## config.mk

```make
export PLATFORM = sky130hd
export DESIGN_NAME = alt_dfe_dprio_regbank_flat
export DESIGN_NICKNAME = d
export VERILOG_FILES = /design/src/rtl/alt_dfe_dprio_regbank_if.sv /design/src/rtl/alt_dfe_dprio_regbank.sv /design/src/flat_wrapper.sv
export SDC_FILE = /design/constraint.sdc
export NUM_CORES = 1
export LEC_CHECK = 0
export CORE_UTILIZATION = 65
export DETAILED_ROUTE_END_ITERATION = 8
export GPL_ROUTABILITY_DRIVEN = 0
export PLACE_DENSITY = 0.91
export SYNTH_ARGS = -nofsm -noshare
export SYNTH_HDL_FRONTEND = slang
export SYNTH_SLANG_ARGS = --single-unit
```

## constraint.sdc

```tcl
create_clock -name i_dprio_clk -period 5.7 [get_ports i_dprio_clk]
set_input_delay 1.71 -clock i_dprio_clk [delete_from_list [all_inputs] [get_ports i_dprio_clk]]
set_output_delay 1.71 -clock i_dprio_clk [all_outputs]
set_load 0.05 [all_outputs]
```

## src/rtl/alt_dfe_dprio_regbank_if.sv

```systemverilog
// DPRIO register-bank bus: request/handshake from the initiator plus the
// bank's busy, read data and address-remap outputs.
interface alt_dfe_dprio_regbank_if #(
    parameter int DPRIO_ADDR_WIDTH = 16,
    parameter int DPRIO_DATA_WIDTH = 16
);
    logic                        i_dprio_wren;
    logic                        i_dprio_rden;
    logic [DPRIO_ADDR_WIDTH-1:0] i_dprio_addr;
    logic [DPRIO_DATA_WIDTH-1:0] i_dprio_data;
    logic                        o_dprio_busy;
    logic [DPRIO_DATA_WIDTH-1:0] o_dprio_out;
    logic [11:0]                 o_remap_address;

    modport master (
        output i_dprio_wren, i_dprio_rden, i_dprio_addr, i_dprio_data,
        input  o_dprio_busy, o_dprio_out, o_remap_address
    );

    modport slave (
        input  i_dprio_wren, i_dprio_rden, i_dprio_addr, i_dprio_data,
        output o_dprio_busy, o_dprio_out, o_remap_address
    );
endinterface

```

## src/rtl/alt_dfe_dprio_regbank.sv

```systemverilog
// DPRIO register bank: NUM_REGS words at BASE_ADDR, word 0 is a read-only ID.
// Each accepted access keeps busy high for a fixed latency, then commits.
module alt_dfe_dprio_regbank #(
    parameter int                          DPRIO_ADDR_WIDTH = 16,
    parameter int                          DPRIO_DATA_WIDTH = 16,
    parameter int                          NUM_REGS         = 16,
    parameter logic [DPRIO_ADDR_WIDTH-1:0] BASE_ADDR        = 16'h0000,
    parameter int                          WR_LATENCY       = 4,
    parameter int                          RD_LATENCY       = 3,
    parameter logic [DPRIO_DATA_WIDTH-1:0] ID_VALUE         = 16'hD0E1
) (
    input logic                     i_dprio_clk,
    input logic                     i_resetn,
    alt_dfe_dprio_regbank_if.slave  bus
);
    localparam int MAX_LAT = (WR_LATENCY > RD_LATENCY) ? WR_LATENCY : RD_LATENCY;
    localparam int CNT_W   = $clog2(MAX_LAT + 1);
    localparam int OFF_W   = (NUM_REGS > 1) ? $clog2(NUM_REGS) : 1;
    localparam logic [DPRIO_ADDR_WIDTH:0] LIMIT =
        {1'b0, BASE_ADDR} + (DPRIO_ADDR_WIDTH+1)'(NUM_REGS);

    typedef enum logic [1:0] {
        ST_IDLE = 2'b00,
        ST_BUSY = 2'b01
    } state_t;

    state_t                      state_q, state_d;
    logic [CNT_W-1:0]            cnt_q, cnt_d;
    logic                        busy_q, busy_d;
    logic [DPRIO_DATA_WIDTH-1:0] out_q, out_d;
    logic                        op_wr_q, op_wr_d;
    logic [OFF_W-1:0]            off_q, off_d;
    logic [DPRIO_DATA_WIDTH-1:0] data_q, data_d;
    logic [DPRIO_DATA_WIDTH-1:0] regs_q [NUM_REGS];
    logic                        commit_we;
    logic                        in_range;
    logic [OFF_W-1:0]            req_off;
    logic [DPRIO_DATA_WIDTH-1:0] rd_word;

    // Decode the live address: range check and word offset relative to BASE_ADDR.
    always_comb begin
        in_range = ({1'b0, bus.i_dprio_addr} >= {1'b0, BASE_ADDR}) &&
                   ({1'b0, bus.i_dprio_addr} <  LIMIT);
        req_off  = OFF_W'(bus.i_dprio_addr - BASE_ADDR);
        rd_word  = (off_q == '0) ? ID_VALUE : regs_q[off_q];
    end

    assign bus.o_remap_address = in_range ? 12'(req_off) : 12'hfff;
    assign bus.o_dprio_busy    = busy_q;
    assign bus.o_dprio_out     = out_q;

    // Next-state logic: accept in-range requests in idle, count down while busy.
    always_comb begin
        state_d   = state_q;
        cnt_d     = cnt_q;
        busy_d    = busy_q;
        out_d     = out_q;
        op_wr_d   = op_wr_q;
        off_d     = off_q;
        data_d    = data_q;
        commit_we = 1'b0;
        case (state_q)
            ST_IDLE: begin
                if ((bus.i_dprio_wren || bus.i_dprio_rden) && in_range) begin
                    // A simultaneous read/write request is treated as a write.
                    state_d = ST_BUSY;
                    busy_d  = 1'b1;
                    op_wr_d = bus.i_dprio_wren;
                    off_d   = req_off;
                    data_d  = bus.i_dprio_data;
                    cnt_d   = bus.i_dprio_wren ? CNT_W'(WR_LATENCY) : CNT_W'(RD_LATENCY);
                end
            end
            ST_BUSY: begin
                cnt_d = cnt_q - 1'b1;
                if (cnt_q <= CNT_W'(1)) begin
                    state_d = ST_IDLE;
                    busy_d  = 1'b0;
                    cnt_d   = '0;
                    if (op_wr_q) begin
                        // Word 0 holds the ID and silently ignores writes.
                        commit_we = (off_q != '0);
                    end else begin
                        out_d = rd_word;
                    end
                end
            end
            default: begin
                state_d = ST_IDLE;
                busy_d  = 1'b0;
                cnt_d   = '0;
            end
        endcase
    end

    // Control and latched-request registers; reset aborts any operation in flight.
    always_ff @(posedge i_dprio_clk or negedge i_resetn) begin
        if (!i_resetn) begin
            state_q <= ST_IDLE;
            cnt_q   <= '0;
            busy_q  <= 1'b0;
            out_q   <= '0;
            op_wr_q <= 1'b0;
            off_q   <= '0;
            data_q  <= '0;
        end else begin
            state_q <= state_d;
            cnt_q   <= cnt_d;
            busy_q  <= busy_d;
            out_q   <= out_d;
            op_wr_q <= op_wr_d;
            off_q   <= off_d;
            data_q  <= data_d;
        end
    end

    // Register words; a write lands only on the final busy edge.
    always_ff @(posedge i_dprio_clk or negedge i_resetn) begin
        if (!i_resetn) begin
            for (int i = 0; i < NUM_REGS; i++) begin
                regs_q[i] <= '0;
            end
        end else if (commit_we) begin
            regs_q[off_q] <= data_q;
        end
    end
endmodule

```

## src/flat_wrapper.sv

```systemverilog
// flat-port wrapper written by rule: the top's interface ports become plain ports
module alt_dfe_dprio_regbank_flat 
#(
    parameter int                          DPRIO_ADDR_WIDTH = 16,
    parameter int                          DPRIO_DATA_WIDTH = 16,
    parameter int                          NUM_REGS         = 16,
    parameter logic [DPRIO_ADDR_WIDTH-1:0] BASE_ADDR        = 16'h0000,
    parameter int                          WR_LATENCY       = 4,
    parameter int                          RD_LATENCY       = 3,
    parameter logic [DPRIO_DATA_WIDTH-1:0] ID_VALUE         = 16'hD0E1
)
  (i_dprio_clk, i_resetn, bus_i_dprio_wren, bus_i_dprio_rden, bus_i_dprio_addr, bus_i_dprio_data, bus_o_dprio_busy, bus_o_dprio_out, bus_o_remap_address);
  alt_dfe_dprio_regbank_if #(.DPRIO_ADDR_WIDTH(DPRIO_ADDR_WIDTH), .DPRIO_DATA_WIDTH(DPRIO_DATA_WIDTH)) bus_i ();
  input logic i_dprio_clk;
  input logic i_resetn;
  input wire logic [$bits(bus_i.i_dprio_wren)-1:0] bus_i_dprio_wren;
  input wire logic [$bits(bus_i.i_dprio_rden)-1:0] bus_i_dprio_rden;
  input wire logic [$bits(bus_i.i_dprio_addr)-1:0] bus_i_dprio_addr;
  input wire logic [$bits(bus_i.i_dprio_data)-1:0] bus_i_dprio_data;
  output wire logic [$bits(bus_i.o_dprio_busy)-1:0] bus_o_dprio_busy;
  output wire logic [$bits(bus_i.o_dprio_out)-1:0] bus_o_dprio_out;
  output wire logic [$bits(bus_i.o_remap_address)-1:0] bus_o_remap_address;
  assign bus_i.i_dprio_wren = bus_i_dprio_wren;
  assign bus_i.i_dprio_rden = bus_i_dprio_rden;
  assign bus_i.i_dprio_addr = bus_i_dprio_addr;
  assign bus_i.i_dprio_data = bus_i_dprio_data;
  assign bus_o_dprio_busy = bus_i.o_dprio_busy;
  assign bus_o_dprio_out = bus_i.o_dprio_out;
  assign bus_o_remap_address = bus_i.o_remap_address;
  alt_dfe_dprio_regbank #(.DPRIO_ADDR_WIDTH(DPRIO_ADDR_WIDTH), .DPRIO_DATA_WIDTH(DPRIO_DATA_WIDTH), .NUM_REGS(NUM_REGS), .BASE_ADDR(BASE_ADDR), .WR_LATENCY(WR_LATENCY), .RD_LATENCY(RD_LATENCY), .ID_VALUE(ID_VALUE)) u_core (.i_dprio_clk(i_dprio_clk), .i_resetn(i_resetn), .bus(bus_i));
endmodule
```

==> summary.md, run 1 <==
| Metric | Value |
|---|---|
| Core Rows | 52 |
| Worst-margin pin slew | 1.31 ns |
| Crit path DAT | 3.60 ns |
| Cell area after layout | 15000 um^2 |
| Vias per cell | 6.49 |
| Core area | 20300 um^2 |
| Reg clk slew, reported paths | 0.06 ns |
| Synth unique cells | 38 |
| Final setup viols | 0 |
| CTS tree | yes |
| Commonest cells post-synth | 297 x dfrtp_1, 237 x mux2_2, 64 x mux4_2 |
| # clock sinks | 297 |
| Layout cells sized above 1 | 0.466 |
| DP Worst Slack | 0.382 ns |
| Pwr Total | 4.05 mW |
| Yosys reg bits | 297 |
| Setup crit end kind | output pin |
| DIE AREA | 21300 um^2 |
| Root buf cell | clkbuf_16 |
| Synthesized cell area | 13500 um^2 |
| RSZ-0062 raised after global routing | false |
| H-tree levels | 1 |
| Status | finished, final reports clean |
| GRT overflow | 0 |
| Die width | 146 um |
| Height of the die | 146 um |
| Tcrit/Tclk final | 0.932 |
| Max Slew Vio Count | 0 |
| Endpoints failing hold | 0 |
| Routed WL | 29000 um |
| Final Hold Slack | 0.373 ns |
| DP Area | 14100 um^2 |
| Post-synth EDFFs | 0 |
| Max FO, Critical Path | 17 |
| Post-route ant nets | 0 |
| I/O pin count | 65 |
| Starting Density | 0.665 |
| Leading area contributor after synthesis | dfrtp_1 |
| Hold WC Path Type | reg -> reg |
| DRT Pass-1 Iters | 5 |
| Antenna violations before repair | 0 |
| Antenna diode count | 0 |
| Post-Route Skew | 0.0116 ns |
| Routed vias | 7447 |
| CTS Buffer Depth | 3 |
| DRC Markers | 0 |
| Vias in the first global route | 8504 |
| Worst vdd ir | 0.250 mV |
| Clock Latency Late Sink | 0.55 ns |
| Register area share after synthesis | 0.551 |
| Avg WL per Cell | 25.2 um |
| Worst EP required | 3.99 ns |
| Number of CTS-inserted buffers | 29 |
| Buffers on Ports | 64 |
| Top cell type's share of synthesized area | 0.551 |
| Most common cell in the netlist | dfrtp_1 |
| Nets | 896 |
| F_max | 188 MHz |
| Synth top area cells | dfrtp_1 55%, mux2_2 20%, mux4_2 11% |
| Static leakage | 7.01 nW |
| Clock period minus worst slack | 5.31 ns |
| Critical path class | in -> out |
| Cts-stage hold buffer count | 0 |
| Top_reg_cell synth | dfrtp_1 |
| Syn Area/Cell | 16.1 um^2 |
| PD cells | 269 nW/um^2 |
| Startpoint types | primary input |
| Synth Warn # | 0 |
| Slew Limit Headroom | 0.122 |
| Post-CTS Repair Setup Buffers | 0 |
| CTS resizes | 0 |
| Largest net degree at the start of global routing | 120 |
| Layout area overhead | 11.3% |
| Non-Filler Instances | 1147 |
| Syn Nets | 874 |
| Final Core Density | 0.740 |
| First-pass GRT wire length | 47300 um |
| Dpl hpwl | 17100 um |
| Max-cap violations | 0 |
| Final worst slack | 0.390 ns |
| Post-Synthesis Cells | 836 |
| Initial drt markers | 441 |
| Total negative slack | 0 ns |
| Fraction of registers with async set/reset | 1.00 |
| Inst Count DP | 1097 |
| Total GRT Usage | 0.288 |
cell usage in the layout (no fill, tap or decap), drive strengths merged, types with 10 or more instances in the layout:
master,count
clkdlybuf4s50,59
buf,19
inv,15
clkbuf,44
mux4,64
mux2i,33
nand2,13
nor3,10
mux2,260
dfrtp,297
final timing paths:
kind,start,endpoint,slack (ns),depth (start not counted)
max in group asynchronous,i_resetn,u_core.regs_q[125],3.50,2
hold reg to reg,u_core.regs_q[241],u_core.regs_q[241],0.37,0
hold / removal,u_core.regs_q[241],u_core.regs_q[241],0.37,0
setup reg to reg,u_core.off_q[0],u_core.regs_q[29],2.44,4
min in group asynchronous,i_resetn,u_core.data_q[3],1.14,1
setup / recovery,bus_i_dprio_addr[9],bus_o_remap_address[10],0.39,4
critical path, stage by stage:
cell	delay, ns
clkdlybuf4s50_1	0.42
nor4_2	0.35
nand3_2	0.31
clkdlybuf4s50_1	0.80
sequential cells by signal (all words and copies together) (netlist names):
name	cells
u_core.data_q	16
u_core.bus.o_dprio_out	16
u_core.cnt_q	3
u_core.off_q	4
u_core.op_wr_q	1
u_core.regs_q	256
u_core.bus.o_dprio_busy	1
layer usage:
metal,vias to the layer above,track usage,routed length (um)
li1,3117,-,-
met1,3989,0.389,11900
met2,267,0.476,14400
met3,74,0.0425,1560
met4,0,0.119,1130
met5,-,0,0
layout make-up:
type | instances | area (um^2)
repair buffers | 78 | 766
clock inverters | 6 | 55.1
flip-flops and latches | 297 | 7440
well taps | 270 | 338
clock buffers | 44 | 862
fillers | 1180 | 5280
inverters | 15 | 56.3
multi-input cells | 437 | 5500
cells by family after synthesis:
group | synth area share
fa+ha+maj | 0.00185
buf+inv | 0.0417
compound gates | 0.0165
simple gates | 0.0362
mux | 0.353
flops | 0.551
report_power, final:
part / total [mW] / switching, mW / internal, mW
Clock: 1.85 / 0.777 / 1.08
Combinational: 0.0799 / 0.0497 / 0.0301
Sequential: 2.11 / 0.00524 / 2.11
No activity file was read; power rests on OpenSTA's default activity.
==> run 2, diff against run 1 <==
HOLD_SLACK_MARGIN = 0.15   (was not set)
==> results of run 2 <==
Same layout as run 1: the final DEF is identical, and so are final timing and power.
==> run 3, diff against run 2 <==
CORE_MARGIN = 10   (was not set)
==> run 3 against run 2 <==
  * Wire length up 6.9%
  * Sequential power hardly changed
  * Die area is 26% higher
  * Cell count increased by 0.61%
  * Critical path depth is the same
  * Maximum frequency rose by 2.2%
  * Combinational power rose by 0.5%
  * Largest cell class unchanged
  * Power increased by 3.0%
  * Worst hold slack better by 0.0019 ns
  * Non-clock buffer count increased by 4
  * Critical path type unchanged
  * Via count is 2.3% higher
==> summary.md, run 3 (synthesis gave the netlist of run 1 again) <==
| Metric | Value |
|---|---|
| Net switching power | 0.860 mW (was 0.832 mW) |
| Switch share | 0.206 (was 0.205) |
| CTS Buffer Depth | 3 (unchanged) |
| Hold endpoint | u_core.regs_q[248] (was u_core.regs_q[241]) |
| Antenna diode count | 0 (unchanged) |
| Initial drt markers | 610 (was 441) |
| Tcrit/Tclk final | 0.911 (was 0.932) |
| Buffers on Ports | 64 (unchanged) |
| Reg clk slew, reported paths | 0.06 ns (about the same) |
| Setup crit end kind | output pin (unchanged) |
| CTS resizes | 0 (unchanged) |
| DRT Pass-1 Iters | 5 (unchanged) |
| Avg WL per Cell | 26.8 um (was 25.2 um) |
| I/O pin count | 65 (unchanged) |
| RSZ-0062 raised after global routing | false (unchanged) |
| Cts-stage hold buffer count | 0 (unchanged) |
| Largest net degree at the start of global routing | 128 (was 120) |
| Clock power share | 0.473 (was 0.458) |
| Status | finished, final reports clean (unchanged) |
| Vias per cell | 6.60 (was 6.49) |
| WL met2 | 15500 um (was 14400 um) |
| Hold Crit Start | u_core.regs_q[248] (was u_core.regs_q[241]) |
| Multi-input gate area | 5500 um^2 (unchanged) |
| Reg2reg setup slack | 2.43 ns (was 2.44 ns) |
| Total negative slack | 0 ns (unchanged) |
| Comb power frac | 0.019 (was 0.020) |
| Crit path DAT | 3.48 ns (was 3.60 ns) |
| Slew Limit Headroom | 0.147 (was 0.122) |
| Worst reg2reg path endpoint | u_core.regs_q[26] (was u_core.regs_q[29]) |
| Final Hold Slack | 0.375 ns (was 0.373 ns) |
| Antenna violations before repair | 0 (unchanged) |
| DIE AREA | 26900 um^2 (was 21300 um^2) |
| GRT overflow | 0 (unchanged) |
| Layout area overhead | 11.8% (was 11.3%) |
| Die width | 164 um (was 146 um) |
| # clock sinks | 297 (unchanged) |
| Worst vdd ir | 0.180 mV (was 0.250 mV) |
| CTS tree | yes (unchanged) |
| Most flops, register | u_core.regs_q (unchanged) |
| DRC Markers | 0 (unchanged) |
| Commonest non-fill, non-tap cell in the layout | dfrtp_1 (unchanged) |
| Clock period minus worst slack | 5.19 ns (was 5.31 ns) |
| Core area | 20400 um^2 (was 20300 um^2) |
| Routed WL | 30900 um (was 29000 um) |
| Post-route ant nets | 0 (unchanged) |
| FILL cells | 1168 (was 1180) |
| Max FO, Critical Path | 9 (was 17) |
| Int Pwr | 3.31 mW (was 3.22 mW) |
| Buffers & Inverters on Critical Path | 2 (unchanged) |
| Hold depth | 0 (unchanged) |
| Core Rows | 52 (unchanged) |
| Largest delay share family, worst path | buffers and inverters (unchanged) |
| Routed vias | 7620 (was 7447) |
| Critical path class | in -> out (unchanged) |
| Startpoint types | primary input (unchanged) |
| Post-Route Skew | 0.0112 ns (was 0.0116 ns) |
| F_max | 193 MHz (was 188 MHz) |
| PD cells | 276 nW/um^2 (was 269 nW/um^2) |
| Number of CTS-inserted buffers | 30 (was 29) |
| Height of the die | 164 um (was 146 um) |
| Endpoints failing hold | 0 (unchanged) |
| Max incr delay on CP | 0.77 ns (was 0.80 ns) |
| Seq pwr share | 0.508 (was 0.522) |
| Max-cap violations | 0 (unchanged) |
| Register area | 7440 um^2 (unchanged) |
| Nets | 901 (was 896) |
| Layout cells sized above 1 | 0.468 (was 0.466) |
| Worst EP required | 3.99 ns (about the same) |
| Hold WC Path Type | reg -> reg (unchanged) |
| First-pass GRT wire length | 49100 um (was 47300 um) |
| Met3 wire len | 2100 um (was 1560 um) |
| FF-to-FF path depth | 4 (unchanged) |
| Max Used Layer | met4 (unchanged) |
| Starting Density | 0.663 (was 0.665) |
| Slowest-stage cell, CP | clkdlybuf4s50_1 (unchanged) |
| Vias in the first global route | 8520 (was 8504) |
| Worst-margin pin slew | 1.28 ns (was 1.31 ns) |
| Critical path, cell by cell | clkdlybuf4s50_1 -> nor4_2 -> nand3_2 -> clkdlybuf4s50_1 (unchanged) |
| Clock Latency Late Sink | 0.55 ns (about the same) |
| Most frequent cells in the layout | 294 x dfrtp_1, 237 x mux2_2, 64 x mux4_2 (unchanged) |
| H-tree levels | 1 (unchanged) |
| Dpl hpwl | 18300 um (was 17100 um) |
| Most frequent CP cell | clkdlybuf4s50_1 (unchanged) |
| R2r startpoint | u_core.off_q[0] (unchanged) |
| Total GRT Usage | 0.235 (was 0.288) |
| Final setup viols | 0 (unchanged) |
| Root buf cell | clkbuf_16 (unchanged) |
| Static leakage | 7.05 nW (was 7.01 nW) |
| Post-CTS Repair Setup Buffers | 0 (unchanged) |
| Max Slew Vio Count | 0 (unchanged) |
| M1 wire length | 12300 um (was 11900 um) |
| Max reg flops | 256 (unchanged) |
==> run 3: worst max-delay path by stage <==
| stage | endpoint | cells after the start | from | slack [ns] |
|---|---|---|---|---|
| 3_3_place_gp | bus_o_remap_address[4] | 4 | bus_i_dprio_addr[9] | 0.52 |
| 4_1_cts | bus_o_remap_address[10] | 4 | bus_i_dprio_addr[9] | 0.47 |
| 3_5_place_dp | bus_o_remap_address[10] | 4 | bus_i_dprio_addr[9] | 0.47 |
| 2_1_floorplan | bus_o_remap_address[0] | 3 | bus_i_dprio_addr[9] | 0.96 |
| 6_report | bus_o_remap_address[10] | 4 | bus_i_dprio_addr[9] | 0.51 |
| 5_1_grt | bus_o_remap_address[10] | 4 | bus_i_dprio_addr[12] | 0.38 |
==> run 3: area by class of cell <==
| type | count | area share |
|---|---|---|
| repair buffers | 82 | 0.0511 |
| inverters | 15 | 0.00373 |
| clock buffers | 43 | 0.0564 |
| multi-input cells | 437 | 0.365 |
| flip-flops and latches | 297 | 0.493 |
| clock inverters | 10 | 0.00871 |
| well taps | 270 | 0.0224 |
==> run 3: power by group through the flow <==
stage	Combinational, mW	Clock (mW)	Sequential (mW)
floorplan	0.0133	0	2.15
CTS	0.0834	1.98	2.12
global placement	0.0791	0	2.15
global route	0.0903	2.09	2.11
finish	0.0803	1.97	2.12
detailed placement	0.0830	0	2.15
==> run 3: layer usage <==
layer / vias to the layer above / global-route usage
met5: - / 0
met4: 0 / 0.0946
met3: 93 / 0.0451
met2: 317 / 0.390
met1: 4074 / 0.300
li1: 3136 / -
==> run 3: metrics by stage <==
| stage | power [mW] | setup slack (ns) | cells | area, um^2 | util |
|---|---|---|---|---|---|
| 2_1_floorplan | 2.16 | 0.957 | 836 | 13500 | - |
| 3_3_place_gp | 2.23 | 0.525 | 1101 | 14100 | 0.693 |
| 6_report | 4.17 | 0.505 | 1154 | 15100 | 0.741 |
| 4_1_cts | 4.18 | 0.466 | 1154 | 15100 | 0.741 |
| 5_1_grt | 4.29 | 0.380 | 1154 | 15100 | 0.741 |
| 3_5_place_dp | 2.24 | 0.473 | 1101 | 14100 | 0.693 |
==> run 3: worst reg2reg max path, delay by kind of cell (launching register included) <==
family        cells  cell delay, ns
flops             1            0.64
simple gates      2            1.31
buf+inv           1            0.76
mux               1            0.44
